File: config.mk
export PLATFORM = sky130hd
export DESIGN_NAME = cell_share_sequencer_flat
export DESIGN_NICKNAME = d
export VERILOG_FILES = /design/src/rtl/cell_share_if.sv /design/src/rtl/cell_share_sequencer.sv /design/src/flat_wrapper.sv
export SDC_FILE = /design/constraint.sdc
export NUM_CORES = 2
export LEC_CHECK = 0
export BUFFER_PORTS_ARGS = -buffer_cell sky130_fd_sc_hd__buf_2
export CORE_ASPECT_RATIO = 2
export CORE_MARGIN = 5
export CORE_UTILIZATION = 30
export DETAILED_ROUTE_END_ITERATION = 12
export HOLD_SLACK_MARGIN = 0.1
export PLACE_DENSITY_LB_ADDON = 0.2
export SETUP_SLACK_MARGIN = 0.5
export SYNTH_ARGS = -nofsm -noshare
export SYNTH_HDL_FRONTEND = slang
export SYNTH_SLANG_ARGS = --single-unit
export TNS_END_PERCENT = 20
File: constraint.sdc
create_clock -name clk -period 3.5 [get_ports clk]
set_input_delay 0.7 -clock clk [delete_from_list [all_inputs] [get_ports clk]]
set_output_delay 0.7 -clock clk [all_outputs]
set_load 0.01 [all_outputs]
File: src/rtl/cell_share_if.sv
// Operation bus between the current-sharing sequencer (master) and the shared
// FP32 arithmetic unit (slave).
interface cell_share_if;
    // op_req rises with op_code/op_a/op_b valid and holds them until the cycle
    // op_ack is seen with it; op_result is taken on that cycle, and op_ack is
    // ignored whenever op_req is low.
    logic        op_req;
    logic [1:0]  op_code;
    logic [31:0] op_a;
    logic [31:0] op_b;
    logic        op_ack;
    logic [31:0] op_result;

    modport master (output op_req, op_code, op_a, op_b, input op_ack, op_result);
    modport slave  (input op_req, op_code, op_a, op_b, output op_ack, op_result);
endinterface

File: src/rtl/cell_share_sequencer.sv
// Per-cell current sharing i_k = (addend_k / sum(addend)) * I on one shared FP unit.
// Optional ack watchdog: define CELL_SHARE_ACK_TIMEOUT_EN.
module cell_share_sequencer #(
    parameter int ACK_WAIT_MAX = 255
) (
    input  logic         clk,
    input  logic         rst_n,
    input  logic         start,
    input  logic [31:0]  soc1,
    input  logic [31:0]  soc2,
    input  logic [31:0]  soc3,
    input  logic [31:0]  soc4,
    input  logic [31:0]  i_in,
    output logic         busy,
    output logic         done,
    output logic         den_err,
    output logic [2:0]   dbg_state,
    cell_share_if.master fp,
    output logic [31:0]  i1,
    output logic [31:0]  i2,
    output logic [31:0]  i3,
    output logic [31:0]  i4
`ifdef CELL_SHARE_ACK_TIMEOUT_EN
    ,
    output logic         timeout_err
`endif
);
    typedef enum logic [2:0] {S_IDLE, S_RECIP, S_SUM, S_DIV, S_MUL, S_FIN} state_t;
    localparam logic [1:0] OP_ADD = 2'b00, OP_MUL = 2'b01, OP_DIV = 2'b10, OP_RECIP = 2'b11;

    state_t      r_state, w_state_nxt;
    logic [1:0]  r_idx, w_idx_nxt;
    logic        r_gap, w_gap_nxt;
    logic        w_fin_zero, w_den_zero, w_timeout, w_capture, w_start;
    logic [31:0] r_soc [4];
    logic [31:0] r_add [4];
    logic [31:0] r_q   [4];
    logic [31:0] r_r   [4];
    logic [31:0] r_iin, r_t0, r_t1, r_den;
    logic [3:0]  w_in_nz, w_soc_nz;
    logic [2:0]  w_pick_in, w_pick_next;

    // Returns {found, index} of the lowest set mask bit at or above 'from'.
    function automatic logic [2:0] pick_nz(input logic [3:0] mask, input int from);
        logic [2:0] res;
        res = 3'b000;
        for (int k = 3; k >= 0; k--) begin
            if (mask[k] && k >= from) res = {1'b1, 2'(k)};
        end
        return res;
    endfunction

    assign w_in_nz     = {|soc4[30:0], |soc3[30:0], |soc2[30:0], |soc1[30:0]};
    assign w_soc_nz    = {|r_soc[3][30:0], |r_soc[2][30:0], |r_soc[1][30:0], |r_soc[0][30:0]};
    assign w_pick_in   = pick_nz(w_in_nz, 0);
    assign w_pick_next = pick_nz(w_soc_nz, int'(r_idx) + 1);
    assign w_capture   = fp.op_req && fp.op_ack;
    assign w_start     = (r_state == S_IDLE) && start;

`ifdef CELL_SHARE_ACK_TIMEOUT_EN
    logic [7:0] r_wait;
    logic       w_wait_hit;
    assign w_wait_hit = fp.op_req && !fp.op_ack && (r_wait == 8'(ACK_WAIT_MAX - 1));

    always_ff @(posedge clk or negedge rst_n) begin
        if (!rst_n) begin
            r_wait      <= 8'd0;
            timeout_err <= 1'b0;
        end else begin
            r_wait <= (fp.op_req && !fp.op_ack && !w_wait_hit) ? r_wait + 8'd1 : 8'd0;
            if (w_start)        timeout_err <= 1'b0;
            else if (w_timeout) timeout_err <= 1'b1;
        end
    end
`else
    logic w_wait_hit;
    assign w_wait_hit = 1'b0;
`endif

    always_ff @(posedge clk or negedge rst_n) begin
        if (!rst_n) begin
            r_state <= S_IDLE;
            r_idx   <= 2'd0;
            r_gap   <= 1'b0;
        end else begin
            r_state <= w_state_nxt;
            r_idx   <= w_idx_nxt;
            r_gap   <= w_gap_nxt;
        end
    end

    // Every op ends with one request-free gap cycle; index/state advance at its end.
    always_comb begin
        w_state_nxt = r_state;
        w_idx_nxt   = r_idx;
        w_gap_nxt   = 1'b0;
        w_fin_zero  = 1'b0;
        w_den_zero  = 1'b0;
        w_timeout   = 1'b0;
        case (r_state)
            S_IDLE: if (start) begin
                w_idx_nxt = 2'd0;
                if (i_in[30:0] == 31'd0) begin
                    w_state_nxt = S_FIN;
                    w_fin_zero  = 1'b1;
                end else if (i_in[31] && w_pick_in[2]) begin
                    w_state_nxt = S_RECIP;
                    w_idx_nxt   = w_pick_in[1:0];
                end else begin
                    w_state_nxt = S_SUM;
                end
            end
            S_RECIP, S_SUM, S_DIV, S_MUL: begin
                if (w_capture) begin
                    w_gap_nxt = 1'b1;
                end else if (w_wait_hit) begin
                    w_state_nxt = S_FIN;
                    w_fin_zero  = 1'b1;
                    w_timeout   = 1'b1;
                end else if (r_gap) begin
                    case (r_state)
                        S_RECIP: begin
                            if (w_pick_next[2]) w_idx_nxt = w_pick_next[1:0];
                            else begin
                                w_state_nxt = S_SUM;
                                w_idx_nxt   = 2'd0;
                            end
                        end
                        S_SUM: begin
                            if (r_idx == 2'd2) begin
                                w_idx_nxt = 2'd0;
                                if (r_den[30:0] == 31'd0) begin
                                    w_state_nxt = S_FIN;
                                    w_fin_zero  = 1'b1;
                                    w_den_zero  = 1'b1;
                                end else begin
                                    w_state_nxt = S_DIV;
                                end
                            end else begin
                                w_idx_nxt = r_idx + 2'd1;
                            end
                        end
                        S_DIV: begin
                            w_idx_nxt = r_idx + 2'd1;
                            if (r_idx == 2'd3) w_state_nxt = S_MUL;
                        end
                        default: begin
                            w_idx_nxt = r_idx + 2'd1;
                            if (r_idx == 2'd3) w_state_nxt = S_FIN;
                        end
                    endcase
                end
            end
            default: w_state_nxt = S_IDLE;
        endcase
    end

    always_comb begin
        busy       = (r_state != S_IDLE);
        done       = (r_state == S_FIN);
        dbg_state  = r_state;
        fp.op_req  = (r_state inside {S_RECIP, S_SUM, S_DIV, S_MUL}) && !r_gap;
        fp.op_code = OP_ADD;
        fp.op_a    = 32'h0;
        fp.op_b    = 32'h0;
        if (fp.op_req) begin
            case (r_state)
                S_RECIP: begin
                    fp.op_code = OP_RECIP;
                    fp.op_a    = r_soc[r_idx];
                end
                S_SUM: begin
                    fp.op_code = OP_ADD;
                    fp.op_a    = (r_idx == 2'd0) ? r_add[0] : (r_idx == 2'd1) ? r_add[2] : r_t0;
                    fp.op_b    = (r_idx == 2'd0) ? r_add[1] : (r_idx == 2'd1) ? r_add[3] : r_t1;
                end
                S_DIV: begin
                    fp.op_code = OP_DIV;
                    fp.op_a    = r_add[r_idx];
                    fp.op_b    = r_den;
                end
                default: begin
                    fp.op_code = OP_MUL;
                    fp.op_a    = r_q[r_idx];
                    fp.op_b    = r_iin;
                end
            endcase
        end
    end

    always_ff @(posedge clk or negedge rst_n) begin
        if (!rst_n) begin
            for (int k = 0; k < 4; k++) begin
                r_soc[k] <= 32'h0;
                r_add[k] <= 32'h0;
                r_q[k]   <= 32'h0;
                r_r[k]   <= 32'h0;
            end
            r_iin   <= 32'h0;
            r_t0    <= 32'h0;
            r_t1    <= 32'h0;
            r_den   <= 32'h0;
            i1      <= 32'h0;
            i2      <= 32'h0;
            i3      <= 32'h0;
            i4      <= 32'h0;
            den_err <= 1'b0;
        end else begin
            if (w_start) begin
                r_soc[0] <= soc1;
                r_soc[1] <= soc2;
                r_soc[2] <= soc3;
                r_soc[3] <= soc4;
                r_iin    <= i_in;
                // Reciprocal mode pre-clears addends so zero-SOC cells stay 0 without an op.
                r_add[0] <= i_in[31] ? 32'h0 : soc1;
                r_add[1] <= i_in[31] ? 32'h0 : soc2;
                r_add[2] <= i_in[31] ? 32'h0 : soc3;
                r_add[3] <= i_in[31] ? 32'h0 : soc4;
            end
            if (w_capture) begin
                case (r_state)
                    S_RECIP: r_add[r_idx] <= fp.op_result;
                    S_SUM: begin
                        if (r_idx == 2'd0)      r_t0  <= fp.op_result;
                        else if (r_idx == 2'd1) r_t1  <= fp.op_result;
                        else                    r_den <= fp.op_result;
                    end
                    S_DIV:   r_q[r_idx] <= fp.op_result;
                    S_MUL:   r_r[r_idx] <= fp.op_result;
                    default: ;
                endcase
            end
            if (w_state_nxt == S_FIN && r_state != S_FIN) begin
                i1      <= w_fin_zero ? 32'h0 : r_r[0];
                i2      <= w_fin_zero ? 32'h0 : r_r[1];
                i3      <= w_fin_zero ? 32'h0 : r_r[2];
                i4      <= w_fin_zero ? 32'h0 : r_r[3];
                den_err <= w_den_zero;
            end
        end
    end
endmodule

File: src/flat_wrapper.sv
// flat-port wrapper written by rule: the top's interface ports become plain ports
module cell_share_sequencer_flat 
#(
    parameter int ACK_WAIT_MAX = 255
)
  (clk, rst_n, start, soc1, soc2, soc3, soc4, i_in, busy, done, den_err, dbg_state, i1, i2, i3, i4, fp_op_req, fp_op_code, fp_op_a, fp_op_b, fp_op_ack, fp_op_result);
  cell_share_if fp_i ();
  input  logic clk;
  input  logic rst_n;
  input  logic start;
  input  logic [31:0] soc1;
  input  logic [31:0] soc2;
  input  logic [31:0] soc3;
  input  logic [31:0] soc4;
  input  logic [31:0] i_in;
  output logic busy;
  output logic done;
  output logic den_err;
  output logic [2:0] dbg_state;
  output logic [31:0] i1;
  output logic [31:0] i2;
  output logic [31:0] i3;
  output logic [31:0] i4;
  output wire logic [$bits(fp_i.op_req)-1:0] fp_op_req;
  output wire logic [$bits(fp_i.op_code)-1:0] fp_op_code;
  output wire logic [$bits(fp_i.op_a)-1:0] fp_op_a;
  output wire logic [$bits(fp_i.op_b)-1:0] fp_op_b;
  input wire logic [$bits(fp_i.op_ack)-1:0] fp_op_ack;
  input wire logic [$bits(fp_i.op_result)-1:0] fp_op_result;
  assign fp_op_req = fp_i.op_req;
  assign fp_op_code = fp_i.op_code;
  assign fp_op_a = fp_i.op_a;
  assign fp_op_b = fp_i.op_b;
  assign fp_i.op_ack = fp_op_ack;
  assign fp_i.op_result = fp_op_result;
  cell_share_sequencer #(.ACK_WAIT_MAX(ACK_WAIT_MAX)) u_core (.clk(clk), .rst_n(rst_n), .start(start), .soc1(soc1), .soc2(soc2), .soc3(soc3), .soc4(soc4), .i_in(i_in), .busy(busy), .done(done), .den_err(den_err), .dbg_state(dbg_state), .fp(fp_i), .i1(i1), .i2(i2), .i3(i3), .i4(i4));
endmodule
==> qor.csv <==
metric;value;unit
core footprint;0.1203;sq mm
Final Max Tran Viols;0;
Ys Warns;0;
DR vias/cell;5.263;
nets@finish;3859;
crit path cell chain;buf_6 > buf_16 > buf_12 > mux4_2 > mux2_4 > a22oi_2 > nor2_1 > a21oi_1 > nor2_1 > buf_2;
initial core utilization;30.23;%
Final Hold Vio Count;0;
Die Height;502.3;um
CP peak stage delay;0.51;ns
final WL;139000;um
CP max-delay cell;dfrtp_4;
critical path's most frequent cell;nor2_1;
fin util;37.05;%
CP Capture Type;output port;
drt drc;0;
clock latency on the worst-skew pair;0.68;ns
Port Buf Inserts;396;
failing checks;setup timing;
slew margin rel.;39.27;%
mapped cell area;0.03635;sq mm
Post-synth EDFFs;0;
final worst-path setup slack;-0.2597;ns
total grt overflow;0;
CTS root buffer;clkbuf_16;
die area;0.1287;sq mm
first-iteration detailed-routing DRC count;2017;
Ports;397;
final period utilization;107.4;%
Reg clk slew, reported paths;0.06;ns
HPWL Detailed;98060;um
CTS Sinks;775;
Register Area;0.01941;sq mm
clk_skew;0.02142;ns
Peak VDD IR;0.0004338;V
CP startpoint kind;flip-flop;
layout cell share with drive strength beyond 1;34.64;%
highest clock rate;0.2660;GHz
Finished Layout Cells;5271;
met2 usage;34.81;%
Die Wd;256.1;um
setup TNS;-7.528;ns
Crit Reg-Reg Startpoint;u_core.r_idx[0];
number of global-route vias before repair;28780;
Global Route Usage Sum;21.14;%
pwr/cell area;878.1;mW/mm^2
ys flop type;dfrtp_1;
register bit total from synthesis;775;
FFs w/ async S/R, synth;100.0;%
drt pass-1 iters;7;
RSZ-0062 raised after global routing;yes;
Critical Path AT;3.06;ns
total power;39120;uW
final antenna-violating net count;0;
first-pass GRT wire length;204300;um
Hold Startpoint;i_in[25];
post-synthesis cell type count;46;
Most Crowded Layer GR;met2;
Crit. Startpoint;u_core.r_idx[0];
H-tree levels;3;
met1 GRT Util;25.90;%
GRT met3 Usage;7.008;%
run status;finished, violations left;
Critical Path Fanout Max;6;
Slew @ Worst Pin;0.9109;ns
row cnt;180;
CTS buffer count;78;
Via Count;27740;
area of the multi-input gates;0.01611;sq mm
placed cells;5066;
sequential share of the synthesized area;53.35;%
final setup vio count;58;
wire length per cell;26.37;um
crit path kind;flip-flop to output port;
largest net degree at the start of global routing;161;
initial antenna violation count;25;
Pleak;0.02111;uW
MaxCap Viol Count;0;
Final GP Congestion;0.8863;
Mapped Cells;3263;
HP Class;input port to flip-flop;
fillcell total;12140;
clk buf depth;3;
Worst Path Required;2.80;ns
CTS tree;built;
P&R area growth vs syn;22.56;%
Post-Syn Nets;3466;
Syn Area/Cell;11.14;sq um
Place WS;-0.1848;ns
post-layout min period;3.760;ns
==> worst max-delay path, delay by kind of cell, from the launching register on <==
family	cells	cell delay, ns
simple gates	2	0.18
mux	2	0.72
flops	1	0.51
buf+inv	4	0.60
compound gates	2	0.36
==> cell families (layout without fill, tap and decap cells) <==
kind of cell	Yosys count	count (layout)	synth area share [%]
AOI/OAI and AO/OA	576	576	10.06
muxes	545	545	19.63
and+or+nand+nor	1072	1072	13.33
adders and majority gates	7	7	0.2409
buffers and inverters	288	738	3.390
DFF	775	775	53.35
other	0	11	0
==> path summary, 6_finish.rpt <==
check / to / slack, ns / cells past startpoint
worst min-delay path: u_core.r_iin[25] / 0.23 / 3
worst min register to register: u_core.r_iin[10] / 0.48 / 2
worst max register to register: u_core.i3[3] / 0.58 / 12
worst max-delay path: fp_op_a[24] / -0.26 / 10
min in group asynchronous: u_core.r_r[118] / 0.61 / 2
max in group asynchronous: u_core.r_soc[6] / 1.84 / 4
==> power breakdown <==
group / switching, uW / total [uW] / internal (uW) / leakage [uW]
logic: 8560 / 16200 / 7600 / 0.00965
clock network: 3830 / 8770 / 4940 / 0.00128
registers: 2340 / 14200 / 11900 / 0.0102
==> routing by layer <==
| layer | vias up | share of wire [%] | wire length, um |
|---|---|---|---|
| met1 | 14150 | 40 | 55670 |
| met5 | - | 0.12 | 161 |
| li1 | 12440 | - | - |
| met2 | 898 | 48 | 66210 |
| met4 | 28 | 4.1 | 5663 |
| met3 | 222 | 8.1 | 11280 |
==> registers in the layout (all words and copies together) (netlist names) <==
| name | count |
|---|---|
| u_core.dbg_state | 3 |
| u_core.den_err | 1 |
| u_core.i1 | 32 |
| u_core.i2 | 32 |
| u_core.i3 | 32 |
| u_core.i4 | 32 |
| u_core.r_add | 128 |
| u_core.r_den | 32 |
| u_core.r_gap | 1 |
| u_core.r_idx | 2 |
| u_core.r_iin | 32 |
| u_core.r_q | 128 |
| u_core.r_r | 128 |
| u_core.r_soc | 128 |
| u_core.r_t0 | 32 |
| u_core.r_t1 | 32 |
==> final cells by class <==
cell class              instances  area share [%]
flip-flops and latches        775           43.56
clock inverters                27          0.7021
well taps                    1547           4.344
inverters                       7         0.07302
diodes                         11         0.06178
multi-input cells            2200           36.15
clock buffers                 110           5.125
repair buffers                594           9.983
==> synthesized netlist by cell type, types with 2 or more instances <==
library cell	number	area, sq um
dfrtp_1	775	19390
nand2_1	572	2147
mux2_2	384	4324
a21oi_1	295	1476
nor2_1	240	900.9
clkbuf_1	206	773.2
a22o_1	130	1139
nor3b_1	130	975.9
mux4_2	96	2162
nor4_1	71	444.2
o21ai_0	70	350.3
mux2i_1	65	650.6
buf_2	55	275.3
a22oi_1	33	247.7
a222oi_1	32	320.3
nand4_1	20	125.1
nor3_1	13	65.06
buf_6	10	112.6
buf_1	8	30.03
ha_1	7	87.58
inv_1	7	26.28
and2_1	5	31.28
nor2b_1	5	31.28
a31oi_1	3	18.77
nand2b_1	3	18.77
a21o_1	2	15.01
buf_4	2	15.01
nand3_1	2	10.01
nor4_2	2	25.02
o31ai_1	2	15.01
or2_2	2	12.51
or3_1	2	12.51
==> what timing repair did <==
| action | CTS | global route |
|---|---|---|
| endpoints found under the hold margin | 46 | 0 |
| endpoints found under the setup margin | 154 | 76 |
| pin swaps | 20 | 23 |
| cloned | 9 | 1 |
| buffers inserted | 22 | 24 |
| hold buffers | 1 | 0 |
| gates resized for setup | 112 | 53 |
==> layout by cell type (no fill, tap or decap), types with 4 or more instances in the layout <==
cell / netlist / final
nand2_2: 0 / 8
o21ai_2: 0 / 5
nor2_2: 0 / 7
nor4_1: 71 / 71
inv_6: 0 / 7
clkbuf_16: 0 / 80
inv_1: 7 / 4
mux2_2: 384 / 372
a22o_1: 130 / 130
mux2i_1: 65 / 63
diode_2: 0 / 11
clkbuf_1: 206 / 12
dfrtp_2: 0 / 4
o21ai_0: 70 / 40
a21oi_1: 295 / 288
nor2_1: 240 / 232
clkinv_2: 0 / 8
a22oi_2: 0 / 31
buf_4: 2 / 152
nor2b_1: 5 / 4
nand2_1: 572 / 563
nand4_1: 20 / 20
a21oi_2: 0 / 7
a222oi_1: 32 / 32
buf_6: 10 / 11
o21ai_1: 1 / 26
buf_16: 0 / 15
buf_2: 55 / 368
nor3_1: 13 / 12
mux2_4: 0 / 12
and2_1: 5 / 4
clkbuf_8: 0 / 19
dfrtp_1: 775 / 769
clkinv_4: 0 / 4
buf_12: 0 / 42
bufinv_16: 0 / 5
nor3b_1: 130 / 130
mux4_2: 96 / 96
==> metrics by stage <==
stage	hold WS (ns)	instance area, sq um
2_1_floorplan	0.4044	36500
3_3_place_gp	0.4552	40720
3_5_place_dp	0.4629	40720
4_1_cts	0.1694	44180
5_1_grt	0.2059	44530
6_report	0.2342	44550
Note: power is estimated with default switching activity, not from simulation.
